### src/rtl/button_event_fifo.sv
// Change detector and timestamped FWFT event queue for debounced inputs.
// Tracks dropped events and raises an interrupt while events are pending.
module button_event_fifo #(
  parameter int NIN    = 21,
  parameter int TSW    = 11,
  parameter int LGFIFO = 4,
  parameter int LGDROP = 8
) (
  input  logic                i_clk,
  input  logic                i_reset_n,
  input  logic [NIN-1:0]      i_debounced,
  input  logic                i_rd,
  output logic                o_valid,
  output logic [TSW+NIN-1:0]  o_data,
  output logic [LGFIFO:0]     o_fill,
  output logic                o_overflow,
  output logic [LGDROP-1:0]   o_drops,
  input  logic                i_clr_ovf,
  output logic                o_int
);

  localparam int DW    = TSW + NIN;
  localparam int DEPTH = 1 << LGFIFO;

  localparam logic [LGFIFO:0]   P_ONE = 1;
  localparam logic [TSW-1:0]    T_ONE = 1;
  localparam logic [LGDROP-1:0] D_ONE = 1;

  logic [DW-1:0]      mem [DEPTH];

  logic [NIN-1:0]     prev_q;
  logic [TSW-1:0]     ts_q,    ts_d;
  logic [LGFIFO:0]    wr_q,    wr_d;
  logic [LGFIFO:0]    rd_q,    rd_d;
  logic [LGFIFO:0]    fill_q,  fill_d;
  logic               ovf_q,   ovf_d;
  logic [LGDROP-1:0]  drops_q, drops_d;

  logic chg, pop, full, push, drop;

  // Event detection, handshake decode and next-state computation
  always_comb begin
    chg     = (i_debounced != prev_q);
    pop     = i_rd & (fill_q != '0);
    full    = fill_q[LGFIFO];
    push    = chg & (~full | pop);
    drop    = chg & full & ~pop;
    ts_d    = ts_q + T_ONE;
    wr_d    = wr_q;
    rd_d    = rd_q;
    fill_d  = fill_q;
    ovf_d   = ovf_q;
    drops_d = drops_q;
    if (push) wr_d = wr_q + P_ONE;
    if (pop)  rd_d = rd_q + P_ONE;
    if (push & ~pop)      fill_d = fill_q + P_ONE;
    else if (pop & ~push) fill_d = fill_q - P_ONE;
    if (drop) begin
      ovf_d = 1'b1;
      if (i_clr_ovf)      drops_d = D_ONE;
      else if (~&drops_q) drops_d = drops_q + D_ONE;
    end else if (i_clr_ovf) begin
      ovf_d   = 1'b0;
      drops_d = '0;
    end
  end

  // Control state registers
  always_ff @(posedge i_clk or negedge i_reset_n) begin
    if (!i_reset_n) begin
      prev_q  <= '0;
      ts_q    <= '0;
      wr_q    <= '0;
      rd_q    <= '0;
      fill_q  <= '0;
      ovf_q   <= 1'b0;
      drops_q <= '0;
    end else begin
      prev_q  <= i_debounced;
      ts_q    <= ts_d;
      wr_q    <= wr_d;
      rd_q    <= rd_d;
      fill_q  <= fill_d;
      ovf_q   <= ovf_d;
      drops_q <= drops_d;
    end
  end

  // Event storage; contents are left unreset on purpose
  always_ff @(posedge i_clk) begin
    if (push) mem[wr_q[LGFIFO-1:0]] <= {ts_q, i_debounced};
  end

  assign o_data     = mem[rd_q[LGFIFO-1:0]];
  assign o_valid    = (fill_q != '0);
  assign o_fill     = fill_q;
  assign o_overflow = ovf_q;
  assign o_drops    = drops_q;
  assign o_int      = o_valid;

endmodule

### config.mk
export PLATFORM = sky130hd
export DESIGN_NAME = button_event_fifo
export DESIGN_NICKNAME = d
export VERILOG_FILES = /design/src/rtl/button_event_fifo.sv
export SDC_FILE = /design/constraint.sdc
export NUM_CORES = 1
export LEC_CHECK = 0
export BUFFER_PORTS_ARGS = -buffer_cell sky130_fd_sc_hd__clkbuf_2
export CORE_MARGIN = 5
export CORE_UTILIZATION = 50
export DETAILED_ROUTE_END_ITERATION = 10
export PLACE_DENSITY = 0.64
export RECOVER_POWER = 50
export SYNTH_ARGS = -nofsm -noshare
export SYNTH_HDL_FRONTEND = slang
export SYNTH_SLANG_ARGS = --single-unit
### constraint.sdc
create_clock -name i_clk -period 5.07 [get_ports i_clk]
set_input_delay 1.2675 -clock i_clk [delete_from_list [all_inputs] [get_ports i_clk]]
set_output_delay 1.2675 -clock i_clk [all_outputs]
set_load 0.01 [all_outputs]
# Word level (Yosys, flattened, before mapping)
# Memory sizes are Yosys's and may differ from the RTL's.
# Cells that the tools add are included.
totals:
  reg_bits: 56
  latchBits: 0
  ram_bits: 512
  romBits: 0
  in_bits: 25
  out_inout_bits: 48
  word_cells: 41
  memories: 1
classes:
  n_addsub: 6
  n_mul: 0
  div: 0
  order_cmp: 0
  eq_ne: 2
  shifts: 0
  mux: 10
  bitwise: 10
  n_reduce_logical: 5
mem_list:
  columns: ["memory", "depth", "width", "rd", "rd_ports_with_merged_regs", "write_ports", "line_no", "source"]
  rows:
  - ["mem", 16, 32, 1, 0, 1, "29", "logic [DW-1:0] mem [DEPTH];"]
op_table:
  columns: ["cell", "count"]
  rows:
  - ["$mux W8", 4]
  - ["$ne A21 B21 Y1", 1]
  - ["$add A5 B1 Y5 const B", 3]
  - ["$add A11 B1 Y11 const B", 1]
  - ["$mux W5", 2]
  - ["$add A8 B1 Y8 const B", 1]
  - ["$reduce_and A8 Y1", 1]
  - ["$and A1 B1 Y1", 6]
  - ["$reduce_bool A5 Y1", 1]
  - ["$sub A5 B1 Y5 const B", 1]
  - ["$mux W1", 4]
  - ["$reduce_bool A2 Y1", 2]
  - ["$not A1 Y1", 3]
  - ["$ne A2 B2 Y1 const B", 1]
  - ["$reduce_and A2 Y1", 1]
  - ["$or A1 B1 Y1", 1]

# Longest topological paths before layout
# Gate-level depths: netlist (run 1).
depth:
  ltp_word: 8
  mapped_depth: 14
  depth_no_buf: 13

# Worst setup path after synthesis (run 1)
# No wires, ideal clock.
synth_timing:
  kind: "input to register"
  start: "input port i_debounced[18]"
  end: "memory mem[12][0] in the netlist's numbering (enable)"
  setup_ps: 513
  arrival_ps: 5057
  t_required_ps: 4557
  slack_ps: -500
  stages: 5
  path_buffers: 0
  cell_sequence: "xor2_1 > nor3_1 > nand4_1 > nor2_2 > nor4b_1"
synth_between:
  elab_chain_len: 4
synth_rtl:
  columns: ["item", "line_no", "source"]
  rows:
  - ["start: declaration", "11", "input logic [NIN-1:0] i_debounced,"]
  - ["$ne A21 B21 Y1", "43", "chg = (i_debounced != prev_q);"]
  - ["$and A1 B1 Y1", "46", "push = chg & (~full | pop);"]
  - ["$mux W1", "91", "if (push) mem[wr_q[LGFIFO-1:0]] <= {ts_q, i_debounced};"]
  - ["$mux W1 (not written as such)", "91", null]
  - ["end: declaration", "29", null]
# No other way between the ends.

# Worst setup path after layout (run 1)
layout_timing:
  start: "register rd_q[0]"
  end: "output port o_data[25]"
layout_between:
  elab_chain_len: 1
layout_rtl:
  columns: ["item", "line_no", "source"]
  rows:
  - ["start: declaration", "34", "logic [LGFIFO:0] rd_q, rd_d;"]
  - ["start signal: assignment", "82", "rd_q <= rd_d;"]
  - ["$mem_v2 Z16 W32", null, null]
  - ["end: declaration", "14", "output logic [TSW+NIN-1:0] o_data,"]
# No other way between the ends.

==> results of run 1 <==
worst min-delay path by stage:
stage / startpoint / to / slack [ps]
2_1_floorplan: wr_q[3]$_DFFE_PN0P_ / wr_q[3]$_DFFE_PN0P_ / 520
3_3_place_gp: o_fill[3]$_DFFE_PN0P_ / o_fill[3]$_DFFE_PN0P_ / 530
3_5_place_dp: o_fill[3]$_DFFE_PN0P_ / o_fill[3]$_DFFE_PN0P_ / 540
4_1_cts: o_fill[3]$_DFFE_PN0P_ / o_fill[3]$_DFFE_PN0P_ / 560
5_1_grt: o_fill[4]$_DFFE_PN0P_ / o_fill[4]$_DFFE_PN0P_ / 600
6_report: o_fill[3]$_DFFE_PN0P_ / o_fill[3]$_DFFE_PN0P_ / 550
stage by stage:
stage	worst slack (ps)	setup TNS (ps)	cells	util, %
after floorplan	-500	-47990	933	-
after global placement	757	0	1587	53.7
after detailed placement	738	0	1587	53.7
after CTS	624	0	1689	58.0
after global routing	273	0	1689	57.8
final	737	0	1689	57.8
state kept, by name, indices dropped and copies added, names as in the netlist:
register,count
mem,512
prev_q,21
ts_q,11
o_drops,8
o_fill,5
rd_q,4
wr_q,4
o_overflow,1
power by group:
part,switching (µW),total [µW],internal [µW]
Combinational,1990,3930,1930
Clock,1710,4110,2400
Sequential,380,6200,5820
Total,4080,14200,10200
synth_stat cells (6+ instances only):
library cell / number / area [µm²]
nor2_1: 9 / 33.8
dfrtp_1: 54 / 1350
edfxtp_1: 512 / 15400
xor2_1: 24 / 210
buf_1: 7 / 26.3
and3_1: 15 / 93.8
nor2b_1: 6 / 37.5
nand3_1: 11 / 55.1
mux4_2: 160 / 3600
buf_6: 11 / 124
xnor2_1: 17 / 149
clkbuf_1: 19 / 71.3
nand2_1: 13 / 48.8
ha_1: 12 / 150
inv_1: 10 / 37.5
worst max-delay path: stages (launching register included):
cell,delay (ps)
dfrtp_4,540
buf_4,610
mux4_2,600
mux4_2,520
clkbuf_2,150
cell families after synthesis:
logic type | after synthesis | share of synthesized area (%)
flops | 566 | 76.9
mux | 164 | 16.8
simple gates | 78 | 1.97
buf+inv | 53 | 1.34
xor+xnor | 41 | 1.65
compound gates | 18 | 0.587
fa+ha+maj | 13 | 0.782
cells in the final DEF (no fill, tap or decap), types with 5 or more instances in the layout:
cell,synthesis,routed
edfxtp_1,512,512
mux4_2,160,160
clkbuf_16,0,55
clkbuf_2,0,50
dfrtp_1,54,50
clkbuf_1,19,40
xor2_1,24,24
xnor2_1,17,17
buf_4,1,15
buf_12,0,14
nand2_1,13,13
ha_1,12,12
nand3_1,11,11
clkinv_1,0,11
inv_1,10,10
and3_2,0,10
clkinv_2,0,10
nor2_1,9,8
bufinv_16,0,7
and3_1,15,5
nor2b_1,6,5
nor4_1,5,5
area by class of cell:
| type | count | area [µm²] |
|---|---|---|
| fill | 3145 | 18200 |
| sequential | 566 | 16700 |
| multi-input combinational | 314 | 4780 |
| clock buffer | 65 | 1440 |
| timing repair buffer | 112 | 767 |
| tap | 585 | 732 |
| clock inverter | 37 | 398 |
| inverter | 10 | 37.5 |
metal layers:
metal / up-vias / part of all wire [%] / global-route usage, %
li1: 4184 / - / -
met1: 5260 / 42 / 27.5
met2: 272 / 51 / 32.1
met3: 59 / 5.6 / 3.66
met4: 0 / 1.4 / 3.85
met5: - / 0 / 0
==> results by group, run 1 <==
Synthesis
  – Synth async-reset ratio: 9.54%
  – Syn Inst Count: 933
  – #FFs+latches synth: 566
  – Post-synth EDFFs: 512
  – Register area share after synthesis: 76.9%
  – Yosys cell types: 42
  – Warnings, synthesis: 0
  – Syn Nets: 971
  – Post-Syn Area: 21,700 µm²
  – Syn_area_per_cell: 23.3 µm²
  – Main flop type after synthesis: edfxtp_1

Global routing
  – First-pass GRT wire length: 67,600 µm
  – Vias in the first global route: 10.3k
  – Antenna violations before repair: 0
  – GR Overflow Total: 0
  – GRT Overall Usage: 19.3%
  – Largest net degree at the start of global routing: 52

Routing
  – WL/cell: 26.6 µm
  – Via count: 9,775
  – Detailed-route DRC error count: 0
  – Drt initial violations: 1,001
  – ANT nets after route: 0
  – Final WL: 44,900 µm
  – 1st-pass router iterations: 7
  – Post-DR vias/cell: 5.79

Clock network
  – Clk slew on worst S/H paths: 60 ps
  – CTS tree: built
  – Clock root buffer master: clkbuf_16
  – H-tree depth: 2
  – Setup Buffers After CTS: 0
  – Num CTS Buffers: 55
  – CTS Hold Buffers Added: 0
  – Sink Count: 566
  – Post_cts resized: 0
  – Clk_lat worst skew: 610 ps
  – CTS Buffer Depth: 3

Layout
  – Layout cell share with drive strength beyond 1: 31.2%
  – Area delta synth->final: 14.5%
  – Layout Nets: 1,097
  – Post-route cell area: 24,900 µm²
  – Ant diodes: 0

Die
  – Site row count: 76
  – Die height: 219 µm
  – Die width: 219 µm
  – Core Region: 43,100 µm²
  – Die area: 47,800 µm²
  – Initial Util: 50.5%
  – I/O pin total: 73

STA
  – Worst slew pin tran: 2160 ps
  – Relative slew slack: -43.8%
  – Hold Fails Final Rpt: 0
  – Unrepaired setup endpoints after global routing: false
  – Final hold slack: 548 ps
  – Fin. max-slew vios: 57
  – Setup Skew: 16.9 ps
  – Minimum clock period: 4330 ps
  – Setup-failing EPs final: 0
  – Fmax: 0.231 GHz
  – Tcrit/Tclk final: 85.5%

Critical path
  – R2R depth: 13
  – Crit Path Category: register to primary output
  – WP data arrival: 3070 ps
  – Reg-to-reg endpoint: o_fill[4]$_DFFE_PN0P_
  – Setup crit start kind: register
  – Critical Path End: o_data[25]
  – WP data required: 3800 ps
  – Largest fanout on the critical path: 35
  – Critical R2R Launch: prev_q[19]$_DFF_PN0_
  – R2R setup slack: 1930 ps
  – Crit path capture type: primary output
  – CP startpoint: rd_q[0]$_DFFE_PN0P_

Min path
  – Worst Hold Class: register to register
  – Worst Hold Depth: 2

Place
  – DP Wirelength: 24,600 µm
  – GPL Wtd Cong: 0.723
  – Area of placed instances: 23,100 µm²
  – Port buffer count: 72

Status
  – Failing checks: capacitance limit, slew limit
  – Outcome: finished with violations

Power and ir drop
  – Total power: 14,200 µW
  – Pwr Density: 572 nW/µm²
  – Leakage: 0.00820 µW
  – VDD IR-drop max: 0.378 mV

Job
  – Max_cap viols: 2
Note: power is estimated with default switching activity, not from simulation.
==> inputs of run 2 (changes only) <==
--- a/config.mk
+++ b/config.mk
@@ -8,2 +8,3 @@
 export BUFFER_PORTS_ARGS = -buffer_cell sky130_fd_sc_hd__clkbuf_2
+export CAP_MARGIN = 20
 export CORE_MARGIN = 5
--- a/constraint.sdc
+++ b/constraint.sdc
@@ -3,2 +3,2 @@
 set_output_delay 1.2675 -clock i_clk [all_outputs]
-set_load 0.01 [all_outputs]
+set_load 0.005 [all_outputs]
==> run 2 against run 1 <==
Compared with the run above:
- largest power group unchanged
- global-route usage hardly changed
- the flow still finishes with violations (capacitance limit, slew limit)
- setup slack better by 36 ps
- combinational power is 2% lower
- clock power is 3% lower
==> results by group, run 2 (synthesis results as in run 1) <==
Layout
  – Layout cell share with drive strength beyond 1: 31.1%
  – Ant diodes: 0
  – Register area: 16,700 µm²
  – Multi-input logic area: 4780 µm²
  – Final Util: 57.7%
  – Area delta synth->final: 14.4%
  – Largest register FFs: 512
  – Most frequent cells in the layout: edfxtp_1, mux4_2, clkbuf_16
  – Post-route cell area: 24,900 µm²
  – Filler Cell Count: 3,165
  – Layout Nets: 1,098
  – Most common cell after layout, fill and taps aside: edfxtp_1

Power and ir drop
  – VDD IR-drop max: 0.344 mV
  – Sw frac: 28.1%
  – Total power: 14,100 µW
  – Total internal power: 10,100 µW
  – Pwr Density: 565 nW/µm²
  – Clk pwr share: 28.3%
  – Switch Pwr: 3960 µW
  – Sequential Power Share: 44.3%
  – Leakage: 0.00821 µW
  – Gate power share: 27.4%

Clock network
  – Setup Buffers After CTS: 0
  – H-tree depth: 2
  – Num CTS Buffers: 56
  – CTS tree: built
  – Clk_lat worst skew: 600 ps
  – CTS Hold Buffers Added: 0
  – Post_cts resized: 0
  – Sink Count: 566
  – Clock root buffer master: clkbuf_16
  – CTS Buffer Depth: 3
  – Clk slew on worst S/H paths: 60 ps

Routing
  – Final WL: 44,900 µm
  – Detailed-route DRC error count: 0
  – WL/cell: 26.5 µm
  – Drt initial violations: 843
  – Post-DR vias/cell: 5.81
  – Via count: 9,844
  – ANT nets after route: 0
  – 1st-pass router iterations: 5

STA
  – Tcrit/Tclk final: 84.8%
  – Fin. max-slew vios: 24
  – Worst slew pin tran: 1680 ps
  – Unrepaired setup endpoints after global routing: false
  – Setup-failing EPs final: 0
  – Worst Setup Slack, final: 772 ps
  – Hold Fails Final Rpt: 0
  – Relative slew slack: -12.0%
  – Setup Skew: 15.5 ps
  – Final hold slack: 537 ps
  – Fmax: 0.233 GHz
  – Minimum clock period: 4300 ps

Die
  – Die width: 219 µm
  – Site row count: 76
  – I/O pin total: 73
  – Die area: 47,800 µm²
  – Initial Util: 50.5%
  – Die height: 219 µm
  – Core Region: 43,100 µm²

Status
  – Failing checks: capacitance limit, slew limit
  – Outcome: finished with violations

Critical path
  – WP data arrival: 3030 ps
  – Crit path capture type: primary output
  – Slowest CP cell: dfrtp_1
  – Setup crit start kind: register
  – Largest fanout on the critical path: 23
  – WP data required: 3800 ps
  – Worst path cell trace: buf_4 > mux4_2 > clkbuf_2
  – Largest stage delay, worst path: 1460 ps
  – Worst Path Buf+Inv: 2
  – Crit Path Category: register to primary output
  – Delay-heaviest family, CP: flip-flops

Global routing
  – First-pass GRT wire length: 67,800 µm
  – Largest net degree at the start of global routing: 46
  – GRT Overall Usage: 19.4%
  – Antenna violations before repair: 0
  – Vias in the first global route: 10.3k
  – GR Overflow Total: 0

Place
  – DP Wirelength: 24,600 µm
  – Port buffer count: 72
  – Worst slack, placed: 665 ps
  – GPL Wtd Cong: 0.711
  – Area of placed instances: 23,100 µm²

Min path
  – Worst Hold Class: register to register

Job
  – Max_cap viols: 1
-- run 2: cell types whose count changed in the layout (fill, tap and decap cells not counted), sizes merged --
cell | before | now
clkinv | 23 | 18
clkinvlp | 4 | 0
clkbuf | 148 | 162
buf | 29 | 34
bufinv | 7 | 2
inv | 13 | 12
-- run 2: final cells by class --
type	count	area share [%]
well taps	585	2.94
repair buffers	112	3.21
clock buffers	84	6.55
flip-flops and latches	566	67.3
multi-input cells	314	19.2
inverters	10	0.151
clock inverters	22	0.634
-- run 2: tightest hold or removal path, stage by stage (launching register included) --
cell	delay, ps
dfrtp_1	370
inv_1	50
o22ai_1	70
-- run 2: layer usage --
| layer | routed length (µm) | GRT usage [%] |
|---|---|---|
| met1 | 19200 | 28.3 |
| met2 | 21900 | 30.8 |
| met3 | 2830 | 3.60 |
| met4 | 907 | 5.02 |
| met5 | 0 | 0 |
-- run 2: worst paths after layout --
kind                                        startpoint                     end  slack (ps)  depth (start not counted)
worst max-delay path               rd_q[3]$_DFFE_PN0P_              o_data[23]         770                          3
worst min-delay path            o_overflow$_DFFE_PN0P_  o_overflow$_DFFE_PN0P_         540                          2
worst max register to register    prev_q[19]$_DFF_PN0_   o_fill[4]$_DFFE_PN0P_        1870                         14
worst min register to register  o_overflow$_DFFE_PN0P_  o_overflow$_DFFE_PN0P_         540                          2
max in group asynchronous                    i_reset_n     rd_q[0]$_DFFE_PN0P_        2900                          2
min in group asynchronous                    i_reset_n       ts_q[1]$_DFF_PN0_         910                          1
-- run 2: stage by stage --
step                instances  TNS [ps]
global placement         1587         0
finish                   1693         0
global route             1693         0
floorplan                 933    -47990
CTS                      1693         0
detailed placement       1587         0
-- run 2: power groups by stage --
stage          Sequential [µW]  Combinational, µW  Clock [µW]
5_1_grt                   6300               4150        4280
3_3_place_gp              6300               3940           0
6_report                  6230               3850        3980
4_1_cts                   6240               3960        4070
2_1_floorplan             6070               2720           0
3_5_place_dp              6330               3940           0
==> inputs of run 3 (changes only) <==
PLACE_DENSITY = 0.67   (was 0.64)
clock period = 3.72 ns   (was 5.07 ns; I/O delays follow)
==> run 3 against run 2 <==
Compared with the run above:
- the run still ends with capacitance limit, slew limit left
- total power increased by 41%
- combinational power is 52% higher
- wire length grew 3.1%
- final area grew 2.5%
- via count grew 2.3%
- largest power group unchanged
- setup slack got worse by 690 ps
==> results by group, run 3 (synthesis results as in run 1) <==
Status
  – Outcome: finished with violations
  – Failing checks: capacitance limit, slew limit

Global routing
  – Vias in the first global route: 10.6k
  – First-pass GRT wire length: 69,300 µm
  – Antenna violations before repair: 0
  – GRT Overall Usage: 19.9%
  – GR Overflow Total: 0
  – Largest net degree at the start of global routing: 37

Routing
  – Post-DR vias/cell: 5.81
  – ANT nets after route: 0
  – Drt initial violations: 990
  – WL/cell: 26.7 µm
  – Detailed-route DRC error count: 0
  – Via count: 10.1k
  – Final WL: 46,300 µm
  – 1st-pass router iterations: 7

Job
  – Max_cap viols: 1

Critical path
  – Crit Path Category: register to primary output
  – Critical R2R Launch: prev_q[19]$_DFF_PN0_
  – Largest fanout on the critical path: 19
  – Setup crit start kind: register
  – Crit path capture type: primary output
  – WP data arrival: 2700 ps
  – WP data required: 2790 ps
  – CP startpoint: rd_q[0]$_DFFE_PN0P_
  – R2R depth: 14

Min path
  – Worst Hold Depth: 1
  – HP Start: i_debounced[5]
  – Worst Hold Class: input pin to register

Die
  – Die area: 47,800 µm²
  – Die height: 219 µm
  – I/O pin total: 73
  – Die width: 219 µm
  – Site row count: 76
  – Initial Util: 50.5%
  – Core Region: 43,100 µm²

Clock network
  – Clk_lat worst skew: 600 ps
  – Num CTS Buffers: 56
  – Sink Count: 566
  – Clock root buffer master: clkbuf_16
  – CTS tree: built
  – CTS Buffer Depth: 3
  – H-tree depth: 2
  – Clk slew on worst S/H paths: 60 ps

STA
  – Hold Fails Final Rpt: 0
  – Minimum clock period: 3630 ps
  – Setup-failing EPs final: 0
  – Fmax: 0.275 GHz
  – Unrepaired setup endpoints after global routing: false
  – Worst slew pin tran: 1630 ps
  – Setup Skew: 23.4 ps
  – Tcrit/Tclk final: 97.7%
  – Setup TNS: 0 ps
  – Relative slew slack: -8.38%
  – Fin. max-slew vios: 20

Layout
  – Area delta synth->final: 17.2%
  – Post-route cell area: 25,500 µm²
  – Most common cell after layout, fill and taps aside: edfxtp_1
  – Filler Cell Count: 3,044
  – Layout Nets: 1,140
  – Most frequent cells in the layout: edfxtp_1, mux4_2, clkbuf_16, clkbuf_1, clkbuf_2
  – Layout cell share with drive strength beyond 1: 32.6%
  – Ant diodes: 0
  – Largest register FFs: 512

Power and ir drop
  – Pwr Density: 779 nW/µm²
  – Total power: 19,900 µW
  – Leakage: 0.00850 µW
  – VDD IR-drop max: 0.487 mV

Place
  – Port buffer count: 72
  – Area of placed instances: 23,600 µm²
  – GPL Wtd Cong: 0.778
  – DP Wirelength: 25,600 µm
-- run 3: cell count changes in the layout (fill, tap and decap cells not counted), sizes merged --
cell	previous run	this run
inv	12	10
clkinv	18	16
bufinv	2	5
clkbuf	162	175
bufbuf	0	2
buf	34	61
-- run 3: stage by stage --
stage | setup slack [ps] | utilization (%) | cells | hold slack [ps]
final | 86.7 | 59.2 | 1734 | 536
after global routing | 3.08 | 59.2 | 1734 | 534
after CTS | 22.6 | 59.4 | 1734 | 395
after detailed placement | -50.3 | 54.8 | 1624 | 522
after global placement | -4.53 | 54.8 | 1624 | 525
after floorplan | -1510 | - | 933 | 515
-- run 3: where the power goes --
group          total, µW  leakage, µW  switching [µW]  internal, µW
clock               5670     0.000914            2300          3360
sequential          8360      0.00534             425          7940
combinational       5840      0.00224            2790          3050
total              19900      0.00850            5510         14400
-- run 3: layout make-up --
class / instances / area [µm²] / share of cell area [%]
Clock buffer: 84 / 1630 / 6.39
Clock inverter: 21 / 240 / 0.942
Inverter: 10 / 37.5 / 0.147
Multi-Input combinational cell: 314 / 4790 / 18.8
Sequential cell: 566 / 16700 / 65.7
Tap cell: 585 / 732 / 2.87
Timing Repair Buffer: 154 / 1330 / 5.20
-- run 3: worst paths after layout --
check	endpoint	slack (ps)
max	o_data[10]	90
min	prev_q[5]$_DFF_PN0_	540
max reg2reg	o_fill[4]$_DFFE_PN0P_	640
min reg2reg	o_overflow$_DFFE_PN0P_	540
max in group asynchronous	rd_q[1]$_DFFE_PN0P_	1070
min in group asynchronous	ts_q[4]$_DFF_PN0_	740
-- run 3: worst max-delay path, stage by stage, from the launching register on --
cell,delay (ps)
dfrtp_4,440
buf_12,160
bufbuf_16,350
mux4_2,500
mux4_2,510
clkbuf_2,140
-- run 3: what timing repair did --
item	CTS	global route
cloned	2	0
setup buffers	3	0
gates resized for setup	2	2
hold buffers	0	0
endpoints found under the setup margin	8	6
-- run 3: layer usage --
layer	wire, µm	track usage [%]	up-vias
met5	0	0	-
li1	-	-	4273
met4	622	3.98	0
met3	2620	2.95	52
met2	23100	32.4	326
met1	19900	29.5	5417
